`src/rtl/lsu_pkg.sv`:
```
// lsu_pkg: shared types and constants for the load/store unit.
//   lsu_state_e      : FSM states (IDLE, RD, WR, RESP)
//   SIZE_B/H/W       : request size encodings (2'b11 is normalised to word)
//   lsu_misaligned() : alignment predicate used when LSU_ALIGN_CHECK_EN is defined
package lsu_pkg;

    typedef enum logic [1:0] {
        IDLE = 2'b00,
        RD   = 2'b01,
        WR   = 2'b10,
        RESP = 2'b11
    } lsu_state_e;

    localparam logic [1:0] SIZE_B = 2'b00;
    localparam logic [1:0] SIZE_H = 2'b01;
    localparam logic [1:0] SIZE_W = 2'b10;

    // Halfwords need addr[0] clear, words need addr[1:0] clear; bytes never misalign.
    function automatic logic lsu_misaligned(input logic [1:0] size, input logic [1:0] addr_lo);
        logic bad;
        bad = 1'b0;
        case (size)
            SIZE_B:  bad = 1'b0;
            SIZE_H:  bad = addr_lo[0];
            default: bad = (addr_lo != 2'b00);
        endcase
        return bad;
    endfunction

endpackage

```
`src/rtl/lsu_byte_lane.sv`:
```
// lsu_byte_lane: purely combinational lane logic for the load/store unit.
//   size      in  2  : request size (SIZE_B / SIZE_H / anything else = word)
//   is_unsigned in 1 : zero-extend loads instead of sign-extending
//   rd_word   in 32  : word read from memory (load) or merge buffer (store)
//   st_data   in 32  : LSB-aligned store data
//   ld_value  out 32 : extended load value taken from the low lane of rd_word
//   st_word   out 32 : full word to write back (low lane replaced for sub-word)
module lsu_byte_lane
    import lsu_pkg::*;
(
    input  logic [1:0]  size,
    input  logic        is_unsigned,
    input  logic [31:0] rd_word,
    input  logic [31:0] st_data,
    output logic [31:0] ld_value,
    output logic [31:0] st_word
);

    // Memory returns the addressed byte in bits [7:0], so the low lane is always the target.
    always_comb begin
        ld_value = rd_word;
        st_word  = st_data;
        case (size)
            SIZE_B: begin
                ld_value = is_unsigned ? {24'h000000, rd_word[7:0]}
                                       : {{24{rd_word[7]}}, rd_word[7:0]};
                st_word  = {rd_word[31:8], st_data[7:0]};
            end
            SIZE_H: begin
                ld_value = is_unsigned ? {16'h0000, rd_word[15:0]}
                                       : {{16{rd_word[15]}}, rd_word[15:0]};
                st_word  = {rd_word[31:16], st_data[15:0]};
            end
            default: begin
                ld_value = rd_word;
                st_word  = st_data;
            end
        endcase
    end

endmodule

```
`src/rtl/load_store_unit.sv`:
```
// load_store_unit: multi-cycle byte/halfword/word load/store initiator.
// Sub-word stores are done as read-modify-write because memory writes whole 4-byte groups.
// Optional feature macro: LSU_ALIGN_CHECK_EN (reject misaligned halfword/word requests).
// Ports:
//   clk, rst                         : clock, synchronous active-high reset
//   req_valid/req_ready              : request handshake (ready only in IDLE)
//   req_we, req_size, req_unsigned   : store flag, size (11 = word), zero-extend loads
//   req_addr, req_wdata              : byte address, LSB-aligned store data
//   resp_valid, resp_rdata, resp_err : one-cycle completion pulse, load data, misalign error
//   mem_adr, mem_wd, mem_we, mem_rd  : memory address, write data, write enable, read data
module load_store_unit
    import lsu_pkg::*;
#(
    parameter int unsigned ADDR_W = 32,
    parameter int unsigned DATA_W = 32
) (
    input  logic              clk,
    input  logic              rst,
    input  logic              req_valid,
    output logic              req_ready,
    input  logic              req_we,
    input  logic [1:0]        req_size,
    input  logic              req_unsigned,
    input  logic [ADDR_W-1:0] req_addr,
    input  logic [DATA_W-1:0] req_wdata,
    output logic              resp_valid,
    output logic [DATA_W-1:0] resp_rdata,
    output logic              resp_err,
    output logic [ADDR_W-1:0] mem_adr,
    output logic [DATA_W-1:0] mem_wd,
    output logic              mem_we,
    input  logic [DATA_W-1:0] mem_rd
);

    lsu_state_e        state;
    logic [ADDR_W-1:0] lat_addr;
    logic [1:0]        lat_size;
    logic              lat_we;
    logic              lat_uns;
    logic [DATA_W-1:0] lat_wdata;
    logic [DATA_W-1:0] merge_buf;

    logic [1:0]        req_size_n;
    logic [DATA_W-1:0] lane_rd;
    logic [DATA_W-1:0] lane_ld;
    logic [DATA_W-1:0] lane_st;

    // Size 2'b11 behaves as a word everywhere, so fold it at the input.
    assign req_size_n = (req_size == 2'b11) ? SIZE_W : req_size;

    // The lane reads memory during RD (load extend) and the merge buffer during WR.
    assign lane_rd = (state == WR) ? merge_buf : mem_rd;

    lsu_byte_lane u_lane (
        .size        (lat_size),
        .is_unsigned (lat_uns),
        .rd_word     (lane_rd),
        .st_data     (lat_wdata),
        .ld_value    (lane_ld),
        .st_word     (lane_st)
    );

    assign req_ready = (state == IDLE);
    assign mem_adr   = ((state == RD) || (state == WR)) ? lat_addr : '0;
    assign mem_wd    = (state == WR) ? lane_st : '0;
    // Reset gates the strobe directly so a write caught mid-flight never reaches memory.
    assign mem_we    = (state == WR) && !rst;

`ifdef LSU_ALIGN_CHECK_EN
    logic resp_err_q;
    assign resp_err = resp_err_q;
`else
    assign resp_err = 1'b0;
`endif

    // Main FSM: request latch, read/merge, write, and registered response.
    always_ff @(posedge clk) begin
        if (rst) begin
            state      <= IDLE;
            lat_addr   <= '0;
            lat_size   <= SIZE_B;
            lat_we     <= 1'b0;
            lat_uns    <= 1'b0;
            lat_wdata  <= '0;
            merge_buf  <= '0;
            resp_valid <= 1'b0;
            resp_rdata <= '0;
`ifdef LSU_ALIGN_CHECK_EN
            resp_err_q <= 1'b0;
`endif
        end else begin
            resp_valid <= 1'b0;
            case (state)
                IDLE: begin
                    if (req_valid) begin
                        lat_addr  <= req_addr;
                        lat_size  <= req_size_n;
                        lat_we    <= req_we;
                        lat_uns   <= req_unsigned;
                        lat_wdata <= req_wdata;
`ifdef LSU_ALIGN_CHECK_EN
                        if (lsu_misaligned(req_size_n, req_addr[1:0])) begin
                            state      <= RESP;
                            resp_valid <= 1'b1;
                            resp_rdata <= '0;
                            resp_err_q <= 1'b1;
                        end else
`endif
                        if (req_we && (req_size_n == SIZE_W)) begin
                            state <= WR;
                        end else begin
                            state <= RD;
                        end
                    end
                end
                RD: begin
                    if (lat_we) begin
                        merge_buf <= mem_rd;
                        state     <= WR;
                    end else begin
                        resp_rdata <= lane_ld;
                        resp_valid <= 1'b1;
`ifdef LSU_ALIGN_CHECK_EN
                        resp_err_q <= 1'b0;
`endif
                        state      <= RESP;
                    end
                end
                WR: begin
                    resp_rdata <= '0;
                    resp_valid <= 1'b1;
`ifdef LSU_ALIGN_CHECK_EN
                    resp_err_q <= 1'b0;
`endif
                    state      <= RESP;
                end
                RESP: begin
                    state <= IDLE;
                end
                default: begin
                    state <= IDLE;
                end
            endcase
        end
    end

endmodule

```
`config.mk`:
```
export PLATFORM = sky130hd
export DESIGN_NAME = load_store_unit
export DESIGN_NICKNAME = d
export VERILOG_FILES = /design/src/rtl/lsu_pkg.sv /design/src/rtl/lsu_byte_lane.sv /design/src/rtl/load_store_unit.sv
export SDC_FILE = /design/constraint.sdc
export NUM_CORES = 1
export LEC_CHECK = 0
export ABC_AREA = 1
export CAP_MARGIN = 20
export CELL_PAD_IN_SITES_DETAIL_PLACEMENT = 0
export CELL_PAD_IN_SITES_GLOBAL_PLACEMENT = 1
export CORE_MARGIN = 10
export CORE_UTILIZATION = 32
export CTS_CLUSTER_DIAMETER = 60
export DETAILED_ROUTE_END_ITERATION = 7
export PLACE_DENSITY_LB_ADDON = 0.1
export SETUP_SLACK_MARGIN = 0.3
export SLEW_MARGIN = 20
export SYNTH_ARGS = -nofsm -noshare
export SYNTH_HDL_FRONTEND = slang
export SYNTH_HIERARCHICAL = 1
export SYNTH_SLANG_ARGS = --single-unit
```
`constraint.sdc`:
```
create_clock -name clk -period 2.3 [get_ports clk]
set_input_delay 0.46 -clock clk [delete_from_list [all_inputs] [get_ports clk]]
set_output_delay 0.46 -clock clk [all_outputs]
set_load 0.01 [all_outputs]
```
==> run metrics <==
Internal Power=8.51 mW; Yosys reg bits=135; CTS Buffer Depth=2; nets=1,337; Worst-Margin Slew=552 ps; clock share of power=22.7%; status=finished, final reports clean; clock root buffer=clkbuf_16; maximum vdd drop=549 uV; setup violators final=0; Comb pwr share=53.4%; CTS tree=done; DIE HEIGHT=162 um; boundary pin count=203; H-tree depth=4; Max Clock Freq=438 MHz; die area=26,200 um2; Post-Syn Instances=997; clock skew=14.5 ps; GRT overflow=0; cell row count=51; via count=just under 7,000; number of distinct library cells after synthesis=26; Sw Share=36.3%; fin crit share=99.3%; final hold vios=0; antenna viol nets, final=0; worst skew pair latency=420 ps; Syn. warnings=6; Rel. slew slack=63.2%; Net Sw Power=a little under 5 mW; synthesized cell area=6430 um2; DR pass1 iterations=4; largest net degree at the start of global routing=62; min cycle time layout=2280 ps; P per Cell Area=1250 nW/um2; die width=162 um; vias per inst=~4.5; power share of the sequential group=23.9%; RSZ-0062 raised after global routing=true; CP Max Fanout=8; Final Instance Area=10,700 um2; first-pass GRT wire length=36.1 mm; cell taking the most area after synthesis=dfxtp_1; starting density of the core=32.8%; final routed DRC violation total=0; area grow syn2layout=66.2%; hold_buf cts=0; DPL Wire Length=15.1 mm; largest cells by area after synthesis=dfxtp_1 (42%), nand2_1 (17%), nor2_1 (12%); Placeable Area=19,600 um2; vias in the first global route=6,625; Max-Cap Viols=0; initial antenna violation count=3; Routed WL per cell=15.3 um; critical path class=flip-flop to output port; share of the synthesized area in the top cell type=around 42%; Hold Slack=460 ps; Sink Count=roughly 140; worst endpoint required time=1840 ps; syn nets=1,103; leakage power=5.07 nW; Slew Limit Fails=0; Clock Pin Slew Worst Setup and Hold Paths=60 ps; worst min path class=flip-flop to flip-flop; crit path DAT=1820 ps; syn avg cell area=between 6 and 7 um2; Detailed Route WL=23.2 mm; CP Launch Type=flip-flop; placed cell areas=8740 um2; initial drt markers=approximately 200; post-synthesis sequential area ratio=42.0%; buffers added on ports=201; CP Capture Type=output port; GRT Util Overall=17.1%; gpl congestion=about 0.8; layout cells sized above 1=28.1%; total CTS buffers=17
[cells by family (layout without fill, tap and decap cells)]
group	count (synthesis)	after routing	synth area share, %
simple gates	515	515	31.0
buf+inv	176	422	13.1
compound gates	167	167	13.1
flops	135	135	42.0
fa+ha+maj	3	3	0.584
other cells	1	2	0.0583
[repair_timing]
action	in CTS	in global routing
setup buffers	23	22
resized for setup	335	233
pin swaps	21	20
gates cloned	5	3
endpoints found under the setup margin	68	91
hold endpoints to repair	0	0
[state kept, by name (all words and copies together) (netlist names)]
name        cells
lat_addr       32
lat_wdata      32
merge_buf      32
resp_rdata     32
lat_size        2
state           2
lat_uns         1
lat_we          1
resp_valid      1
[worst max-delay path, cell delays in order (launching register included)]
cell and delay [ps]:
dfxtp_2 330, inv_2 50, ha_4 190, inv_8 90, buf_12 100, buf_16 150, nand2_4 50, nand2_2 70
inv_2 30, o21ai_1 110, nand2_1 60, inv_1 70, buf_6 100
[final timing paths]
kind / to / slack [ps] / cells past startpoint / startpoint
max reg2reg: resp_rdata[28]$_SDFFE_PP0P_ / 280 / 14 / state[0]$_SDFFE_PP0P_
min: resp_rdata[12]$_SDFFE_PP0P_ / 460 / 2 / resp_rdata[12]$_SDFFE_PP0P_
min reg2reg: resp_rdata[12]$_SDFFE_PP0P_ / 460 / 2 / resp_rdata[12]$_SDFFE_PP0P_
max: mem_wd[21] / 20 / 12 / state[0]$_SDFFE_PP0P_
[routing by layer]
metal  routed length (um)  vias up  global-route usage (%)
li1                     -     3514                       -
met1                 9680     3097                    19.9
met2                11400      162                    29.1
met3                 1920       12                    6.37
met4                  138        4                    4.26
met5                   23        -                       0
[through the flow]
step | power, mW | TNS (ps) | instances | util (%) | setup slack [ps]
2_1_floorplan | 5.80 | 0 | 997 | - | 371
3_3_place_gp | 7.82 | -1950 | 1424 | 44.6 | -139
3_5_place_dp | 7.83 | -1870 | 1424 | 44.6 | -129
4_1_cts | 12.0 | -12.4 | 1483 | 50.4 | -7.26
5_1_grt | 14.2 | -1090 | 1508 | 54.5 | -101
6_report | 13.4 | 0 | 1509 | 54.5 | 15.1
[cell usage after synthesis (all sizes together)]
master  count
nor2      203
conb        1
a211oi      1
inv        92
buf        55
nand3      19
a21oi      34
ha          3
clkinv      1
nor3        1
o21ai     131
a22oi       1
nand2     292
dfxtp     135
clkbuf     28
[layout make-up]
| cell class | instances | area, um2 |
|---|---|---|
| diodes | 1 | 2.50 |
| fillers | 2022 | 8910 |
| inverters | 93 | 357 |
| multi-input cells | 686 | 3370 |
| well taps | 265 | 332 |
| clock inverters | 12 | 199 |
| clock buffers | 19 | 453 |
| repair buffers | 298 | 3270 |
| flip-flops and latches | 135 | 2710 |
[power by group through the flow]
stage | logic, mW | clock network [mW] | registers, mW
6_report | 7.13 | 3.04 | 3.19
5_1_grt | 7.78 | 3.20 | 3.25
4_1_cts | 5.75 | 3.11 | 3.13
3_5_place_dp | 4.65 | 0 | 3.17
3_3_place_gp | 4.65 | 0 | 3.16
2_1_floorplan | 2.65 | 0 | 3.15
[layout by cell type (no fill, tap or decap), drive strengths merged]
master	instances
o21ai	131
nor3	1
nor2	203
ha	3
nand2	292
nand3	19
clkdlybuf4s50	134
dlygate4sd2	1
buf	160
conb	1
inv	94
clkinvlp	4
a22oi	1
bufinv	5
a21oi	34
clkbuf	22
a211oi	1
clkinv	2
diode	1
dfxtp	135
Power figures use the tool's default switching activity.
